==> config.mk <==
export PLATFORM = sky130hd
export DESIGN_NAME = ca_tx_delay_ctrl
export DESIGN_NICKNAME = d
export VERILOG_FILES = /design/src/rtl/ddr_phy_pkg.sv /design/src/rtl/ca_tx_delay_ctrl.sv
export SDC_FILE = /design/constraint.sdc
export NUM_CORES = 1
export LEC_CHECK = 0
export BUFFER_PORTS_ARGS = -buffer_cell sky130_fd_sc_hd__buf_2
export CELL_PAD_IN_SITES_DETAIL_PLACEMENT = 0
export CELL_PAD_IN_SITES_GLOBAL_PLACEMENT = 2
export CORE_ASPECT_RATIO = 0.75
export CORE_UTILIZATION = 34
export CTS_CLUSTER_SIZE = 25
export DETAILED_ROUTE_END_ITERATION = 16
export PLACE_DENSITY = 0.85
export RECOVER_POWER = 50
export SETUP_SLACK_MARGIN = 0.4
export SLEW_MARGIN = 20
export SYNTH_ARGS = -nofsm -noshare
export SYNTH_HDL_FRONTEND = slang
export SYNTH_SLANG_ARGS = --single-unit
==> constraint.sdc <==
create_clock -name FAB_CLK -period 3.2 [get_ports FAB_CLK]
set_input_delay 0 -clock FAB_CLK [delete_from_list [all_inputs] [get_ports FAB_CLK]]
set_output_delay 0 -clock FAB_CLK [all_outputs]
set_load 0.005 [all_outputs]
==> src/rtl/ddr_phy_pkg.sv <==
// Shared DDR PHY fabric definitions: request opcodes, sequencer states, delay direction.
package ddr_phy_pkg;

    localparam logic [1:0] OP_LOAD = 2'b00;
    localparam logic [1:0] OP_INC  = 2'b01;
    localparam logic [1:0] OP_DEC  = 2'b10;
    localparam logic [1:0] OP_NOP  = 2'b11;

    localparam logic DIR_INC = 1'b1;

    typedef enum logic [2:0] {
        ST_IDLE,
        ST_LOAD,
        ST_SETUP,
        ST_MOVE,
        ST_SETTLE,
        ST_FIN
    } ca_state_e;

endpackage

==> src/rtl/ca_tx_delay_ctrl.sv <==
// TX delay-line sequencer for one DDR4 CA lane: paces LOAD/MOVE/DIRECTION, tracks tap, flags range errors.
// Optional CA_TX_DELAY_OOR_BACKOFF_EN: one automatic reverse step after an IOD out-of-range report.
module ca_tx_delay_ctrl
    import ddr_phy_pkg::*;
#(
    parameter int unsigned TAP_W         = 8,
    parameter int unsigned TAP_INIT      = 1,
    parameter int unsigned TAP_MAX       = 255,
    parameter int unsigned SETTLE_CYCLES = 4
) (
    input  logic             FAB_CLK,
    input  logic             ARST_N,
    input  logic             REQ_VALID,
    output logic             REQ_READY,
    input  logic [1:0]       REQ_OP,
    input  logic [TAP_W-1:0] REQ_COUNT,
    output logic             DONE,
    output logic             ERR,
    input  logic             ERR_CLR,
    output logic             BUSY,
    output logic [TAP_W-1:0] TAP_POS,
    output logic             DELAY_LINE_LOAD,
    output logic             DELAY_LINE_MOVE,
    output logic             DELAY_LINE_DIRECTION,
    input  logic             DELAY_LINE_OUT_OF_RANGE
);

    localparam int unsigned SETTLE_W = 4;

    ca_state_e            state_q, state_d;
    logic [TAP_W-1:0]     tap_q, tap_d;
    logic [TAP_W-1:0]     cnt_q, cnt_d;
    logic [SETTLE_W-1:0]  settle_q, settle_d;
    logic                 dir_q, dir_d;
    logic                 err_q, err_d;
    logic                 backoff_q, backoff_d;
    logic                 oor_q;
    logic                 ready_q, busy_q, done_q, load_q, move_q;

    logic [TAP_W-1:0]     tap_step;
    logic                 at_limit, step_at_limit;

    // Position after one step in the current direction, and limit tests before/after that step
    always_comb begin
        tap_step      = (dir_q == DIR_INC) ? tap_q + TAP_W'(1) : tap_q - TAP_W'(1);
        at_limit      = (dir_q == DIR_INC) ? (tap_q == TAP_W'(TAP_MAX)) : (tap_q == '0);
        step_at_limit = (dir_q == DIR_INC) ? (tap_step == TAP_W'(TAP_MAX)) : (tap_step == '0);
    end

    always_comb begin
        state_d   = state_q;
        tap_d     = tap_q;
        cnt_d     = cnt_q;
        settle_d  = settle_q;
        dir_d     = dir_q;
        backoff_d = backoff_q;
        err_d     = err_q & ~ERR_CLR;

        unique case (state_q)
            ST_IDLE: begin
                if (REQ_VALID && ready_q) begin
                    cnt_d     = REQ_COUNT;
                    backoff_d = 1'b0;
                    if (REQ_OP == OP_LOAD) begin
                        state_d = ST_LOAD;
                    end else if ((REQ_OP == OP_INC || REQ_OP == OP_DEC) && REQ_COUNT != '0) begin
                        state_d = ST_SETUP;
                        dir_d   = (REQ_OP == OP_INC) ? DIR_INC : ~DIR_INC;
                    end else begin
                        state_d = ST_FIN;
                    end
                end
            end
            ST_LOAD: begin
                tap_d   = TAP_W'(TAP_INIT);
                state_d = ST_FIN;
            end
            ST_SETUP: begin
                if (!backoff_q && at_limit) begin
                    err_d   = 1'b1;
                    state_d = ST_FIN;
                end else begin
                    state_d = ST_MOVE;
                end
            end
            ST_MOVE: begin
                settle_d = '0;
                state_d  = ST_SETTLE;
            end
            ST_SETTLE: begin
                if (settle_q != SETTLE_W'(SETTLE_CYCLES - 1)) begin
                    settle_d = settle_q + SETTLE_W'(1);
                end else if (backoff_q) begin
                    state_d = ST_FIN;
                end else if (oor_q) begin
                    err_d = 1'b1;
`ifdef CA_TX_DELAY_OOR_BACKOFF_EN
                    backoff_d = 1'b1;
                    dir_d     = ~dir_q;
                    state_d   = ST_SETUP;
`else
                    state_d   = ST_FIN;
`endif
                end else begin
                    tap_d = tap_step;
                    cnt_d = cnt_q - TAP_W'(1);
                    if (cnt_q == TAP_W'(1)) begin
                        state_d = ST_FIN;
                    end else if (step_at_limit) begin
                        err_d   = 1'b1;
                        state_d = ST_FIN;
                    end else begin
                        state_d = ST_MOVE;
                    end
                end
            end
            ST_FIN: begin
                state_d = ST_IDLE;
            end
            default: begin
                state_d = ST_IDLE;
            end
        endcase
    end

    // Strobes are registered from the next state so each pulse lines up with its state
    always_ff @(posedge FAB_CLK or negedge ARST_N) begin
        if (!ARST_N) begin
            state_q   <= ST_IDLE;
            tap_q     <= TAP_W'(TAP_INIT);
            cnt_q     <= '0;
            settle_q  <= '0;
            dir_q     <= 1'b0;
            err_q     <= 1'b0;
            backoff_q <= 1'b0;
            oor_q     <= 1'b0;
            ready_q   <= 1'b0;
            busy_q    <= 1'b0;
            done_q    <= 1'b0;
            load_q    <= 1'b0;
            move_q    <= 1'b0;
        end else begin
            state_q   <= state_d;
            tap_q     <= tap_d;
            cnt_q     <= cnt_d;
            settle_q  <= settle_d;
            dir_q     <= dir_d;
            err_q     <= err_d;
            backoff_q <= backoff_d;
            oor_q     <= DELAY_LINE_OUT_OF_RANGE;
            ready_q   <= (state_d == ST_IDLE);
            busy_q    <= (state_d != ST_IDLE);
            done_q    <= (state_d == ST_FIN);
            load_q    <= (state_d == ST_LOAD);
            move_q    <= (state_d == ST_MOVE);
        end
    end

    assign REQ_READY            = ready_q;
    assign BUSY                 = busy_q;
    assign DONE                 = done_q;
    assign ERR                  = err_q;
    assign TAP_POS              = tap_q;
    assign DELAY_LINE_LOAD      = load_q;
    assign DELAY_LINE_MOVE      = move_q;
    assign DELAY_LINE_DIRECTION = dir_q;

endmodule

* Word-level counts from Yosys, hierarchy flattened
Cells that the tools add are included.
Storage, ports and cells: logic and storage cells 81, output and inout bits 15, register bits 31, input port bits 15
Cells by class: equal/unequal tests 17, add/sub/neg operators 4, reduce and logical (&&, ||, !) cells 17, multiplexer cells 28, bitwise gates (word level) 3
Operator list (count):
- $mux 8 | 6
- $pmux 8 s2 | 2
- $mux 3 | 8
- $eq 8x8->1 const B | 2
- $logic_not 8->1 | 2
- $sub 8x1->8 const B | 2
- $pmux 3 s5 | 1
- $eq 3x2->1 const B | 3
- $add 8x1->8 const B | 1
- $eq 8x1->1 const B | 1
- $mux 1 | 8
- $ne 2x2->1 const B | 4
- $pmux 4 s2 | 1
- $reduce_and 4->1 | 2
- $reduce_bool 8->1 | 1
- $eq 3x1->1 const B | 2
- $eq 3x3->1 const B | 2
- $logic_not 3->1 | 2
- $reduce_bool 2->1 | 3
- $add 4x1->4 const B | 1
- $mux 4 | 1
- $ne 4x2->1 const B | 1
- $reduce_and 3->1 | 1
- $reduce_bool 3->1 | 1
- 9 further kinds | 11

* Logic depth before layout (Yosys ltp)
word-level depth 10, mapped depth 9, mapped depth without buffers 9

* Worst setup path after synthesis
Ideal clock, no wire load.
path kind register to register, from register tap_q[0], in the netlist TAP_POS[0], to register state_q[2], library setup time 0.121 ns, clock period less this slack 2.443 ns, path buffers 0, setup slack 0.757 ns, cell stages (with the launch flop) 10, arrival time 2.322 ns, required time 3.079 ns, cell sequence dfstp_2 -> inv_1 -> fa_1 -> nor2b_1 -> o21ai_0 -> a311oi_2 -> nor2_2 -> a22oi_4 -> nand3_2 -> a22o_1
On the way: cells in the longest elaborated chain, start to end 9, elaborated cells on any way between the ends 15, classes of those cells add/sub (2); eq/ne (2); mux (9); reduce/logical (2)
RTL lines:
- start: declaration | line ca_tx_delay_ctrl.sv:31 | logic [TAP_W-1:0] tap_q, tap_d;
- start signal: assignment | line ca_tx_delay_ctrl.sv:130 | tap_q <= TAP_W'(TAP_INIT);
- start signal: assignment | line ca_tx_delay_ctrl.sv:144 | tap_q <= tap_d;
- $sub 8x1->8 or $add 8x1->8 (tied branches) | line ca_tx_delay_ctrl.sv:45 | tap_step = (dir_q == DIR_INC) ? tap_q + TAP_W'(1) : tap_q - TAP_W'(1);
- $mux 8 | line ca_tx_delay_ctrl.sv:45
- $eq 8x8->1 or $logic_not 8->1 (tied branches) | line ca_tx_delay_ctrl.sv:47 | step_at_limit = (dir_q == DIR_INC) ? (tap_step == TAP_W'(TAP_MAX)) : (tap_step == '0);
- $mux 1 | line ca_tx_delay_ctrl.sv:47
- $mux 3 | line ca_tx_delay_ctrl.sv:109 | end else if (step_at_limit) begin
- $mux 3 | line ca_tx_delay_ctrl.sv:107 | if (cnt_q == TAP_W'(1)) begin
- $mux 3 | line ca_tx_delay_ctrl.sv:95 | end else if (oor_q) begin
- $mux 3 | line ca_tx_delay_ctrl.sv:91 | if (settle_q != SETTLE_W'(SETTLE_CYCLES - 1)) begin
- $pmux 3 s5 * | line ca_tx_delay_ctrl.sv:59 | unique case (state_q)
- net state_d[2] | line ca_tx_delay_ctrl.sv:30 | ca_state_e state_q, state_d;
- end signal: assignment | line ca_tx_delay_ctrl.sv:143 | state_q <= state_d;
- end: declaration | line ca_tx_delay_ctrl.sv:30
The timed path passes the listed nets; every way through them passes the cells marked *. A chain may end at the register's enable or synchronous reset.

* Final worst setup path
Same ends and word-level chain as after synthesis.

==> results.json <==
{
  "root_buffer": "clkbuf_8",
  "post-route-min-period_ns": 2.588,
  "syn_inst": 233,
  "max-cap-violations": 1,
  "layout.nets": 297,
  "synth_edf_count": 0,
  "fmax_mhz": 386.5,
  "rows": 23,
  "drcViolationCount": 0,
  "final_common_cell": "nand2_1",
  "final_layout_size_suffix_gt1_share_pct": 16.36,
  "min_to": "cnt_q[1]$_DFFE_PN0P_",
  "p_leak_nw": 1.044,
  "powerDensity_nw_per_um2": 1009,
  "grt_pass1_vias": 1684,
  "wl_um": 4895,
  "synth_ff_type": "dfrtp_1",
  "worstPathArrival_ns": 2.77,
  "area_growth_pct": 18.26,
  "clkTransAtPathRegs_ns": 0.07,
  "min_period_over_period_pct": 80.86,
  "tns_ns": 0,
  "antenna_left": 0,
  "r2r_end": "state_q[2]$_DFF_PN0_",
  "gp_congestion": 0.8751,
  "ys_seq_area_share_pct": 38.57,
  "async_reset_ff_share_pct": 100.0,
  "cts_tree": "done",
  "cts_max_path_buffers": 2,
  "yosysUniqueCellTypes": 47,
  "drt-pass1-iter-count": 4,
  "clkSinkCount": 31,
  "antenna_found_initial": 0,
  "cts_buffers": 5,
  "io_pins": 30,
  "failed_checks": "capacitance limit, slew limit",
  "vias": 1800,
  "routed_via_density": 5.233,
  "grt_max_degree": 32,
  "antenna_cells": 0,
  "whs_path_depth": 3,
  "holdWs_ns": 0.02541,
  "post_cts_buffers": 0,
  "worstSetupPathType": "reg -> reg",
  "worstHoldStart": "REQ_COUNT[1]",
  "synth_warnings": 0,
  "track_usage_pct": 17.10,
  "syn_area_per_cell_sq_um": 8.646,
  "core_area_sq_um": 5525,
  "wire_per_inst_um": 14.23,
  "r2r_start": "TAP_POS[0]$_DFFE_PN1P_",
  "drv_slew": 32,
  "first_iter_violations": 82,
  "die_w_um": 90.88,
  "clk_latency_ns": 0.29,
  "final_cell_mix": "nand2_1 (31), dfrtp_1 (30), a21oi_1 (24), buf_2 (21)",
  "worst-path-max-fanout": 5,
  "irDropWorstVdd_v": 0.0004026,
  "critPathCaptureType": "register",
  "initial_core_util_pct": 36.46,
  "die_y_um": 68.66,
  "grt-ovfl-total": 0,
  "crit_path_start_kind": "register",
  "port_buffers": 29,
  "setup_violations": 0,
  "ff2ff_setup_slack_ns": 0.61,
  "grt_pass1_wl_um": 8211,
  "synth_nets": 262,
  "hp-class": "in -> reg",
  "syn_area_sq_um": 2014,
  "report.power.total_w": 0.002403,
  "clock_skew_ns": 0.005352,
  "htreeDepth": 2,
  "rr_worst_depth": 9,
  "hold_viol": 0,
  "slew_headroom_pct": -15.22,
  "required_ns": 3.38,
  "worst_slew_pin_slew_ns": 1.728,
  "rsz0062_at_grt": "no",
  "die_area_sq_um": 6240,
  "dp_hpwl_um": 3707,
  "synth-seq-cells": 31,
  "final_core_util_pct": 43.12,
  "status": "complete, but fails checks"
}
## Yosys cell counts, types with 2 or more instances
cell,n,area share [%]
a41oi_1,2,0.87
nor3b_1,2,0.75
o31ai_1,6,2.2
nand2_1,31,5.8
nor2b_1,4,1.2
nor2_1,16,3.0
o22ai_1,3,0.93
clkbuf_1,5,0.93
a21oi_1,24,6.0
o21ai_1,9,2.2
o211ai_1,4,1.5
or4_1,2,0.75
nor3_1,5,1.2
nor4_1,5,1.6
a22o_1,3,1.3
nand2b_1,3,0.93
ha_1,13,8.1
dfrtp_1,30,37
o21ai_0,16,4.0
nand3_1,9,2.2
inv_1,11,2.0
or2_1,2,0.62
xor2_1,4,1.7
## flip-flops by register name, summed over array words and instances (netlist names)
name	count
TAP_POS	8
cnt_q	8
settle_q	4
state_q	3
BUSY	1
DELAY_LINE_DIRECTION	1
DELAY_LINE_LOAD	1
DELAY_LINE_MOVE	1
DONE	1
ERR	1
REQ_READY	1
oor_q	1
## worst max-delay path: stages, from the launching register on
cell and delay, ns:
dfstp_2 0.57, inv_1 0.12, fa_1 0.48, nor2b_2 0.17
o21ai_0 0.12, a311oi_2 0.35, nor2_2 0.10, a22oi_4 0.22
nand3_2 0.10, a22o_1 0.23
## through the flow
stage	instance area [sq um]	instances	setup WS, ns
floorplan	2014	233	0.7567
global placement	2252	334	0.6257
detailed placement	2252	334	0.5718
CTS	2390	344	0.5628
global route	2382	344	0.4494
finish	2382	344	0.6124
## area by class of cell
cell class                      count  area (sq um)
Clock buffer                        6         82.58
Inverter                           11         41.29
Fill cell                         585          3143
Multi-Input combinational cell    185          1175
Tap cell                           75         93.84
Sequential cell                    31         777.0
Clock inverter                      2         35.03
Timing Repair Buffer               34         177.7
## where the power goes
group,internal (W),switching [W],total (W),leakage (nW)
combinational,0.000498,0.000777,0.00128,0.595
clock,0.000252,0.000155,0.000407,0.0612
sequential,0.000544,0.000176,0.000720,0.387
total,0.00129,0.00111,0.00240,1.04
## cell families after synthesis
group | synth area share (%)
flip-flops | 38.57
buffers and inverters | 3.230
XOR/XNOR | 2.174
adder cells (fa/ha/maj) | 9.069
AND/OR/NAND/NOR | 21.74
multiplexers | 0.5590
AO/OA/AOI/OAI | 24.66
## worst max-delay path by stage
stage                                          start                    to  slack, ns  depth (start not counted)
finish                        TAP_POS[0]$_DFFE_PN1P_  state_q[2]$_DFF_PN0_       0.61                          9
global route                  TAP_POS[0]$_DFFE_PN1P_  state_q[2]$_DFF_PN0_       0.45                          9
CTS                 DELAY_LINE_DIRECTION$_DFFE_PN0P_  state_q[2]$_DFF_PN0_       0.56                          9
detailed placement  DELAY_LINE_DIRECTION$_DFFE_PN0P_  state_q[2]$_DFF_PN0_       0.57                          9
global placement              TAP_POS[0]$_DFFE_PN1P_  state_q[2]$_DFF_PN0_       0.63                          9
floorplan                     TAP_POS[0]$_DFFE_PN1P_  state_q[2]$_DFF_PN0_       0.76                          9
## metal layers
| layer | global-route usage (%) | part of all wire, % |
|---|---|---|
| met3 | 3.728 | 4.4 |
| met4 | 5.754 | 1.4 |
| met2 | 25.09 | 40 |
| met1 | 24.92 | 54 |
| met5 | 0 | 0 |
## repair_timing
| item | 4_1_cts | 5_1_grt |
|---|---|---|
| resized for setup | 0 | 2 |
| endpoints found under the setup margin | 0 | 1 |
| hold buffers | 2 | 0 |
| endpoints found under the hold margin | 31 | 0 |
Power figures use the tool's default switching activity.
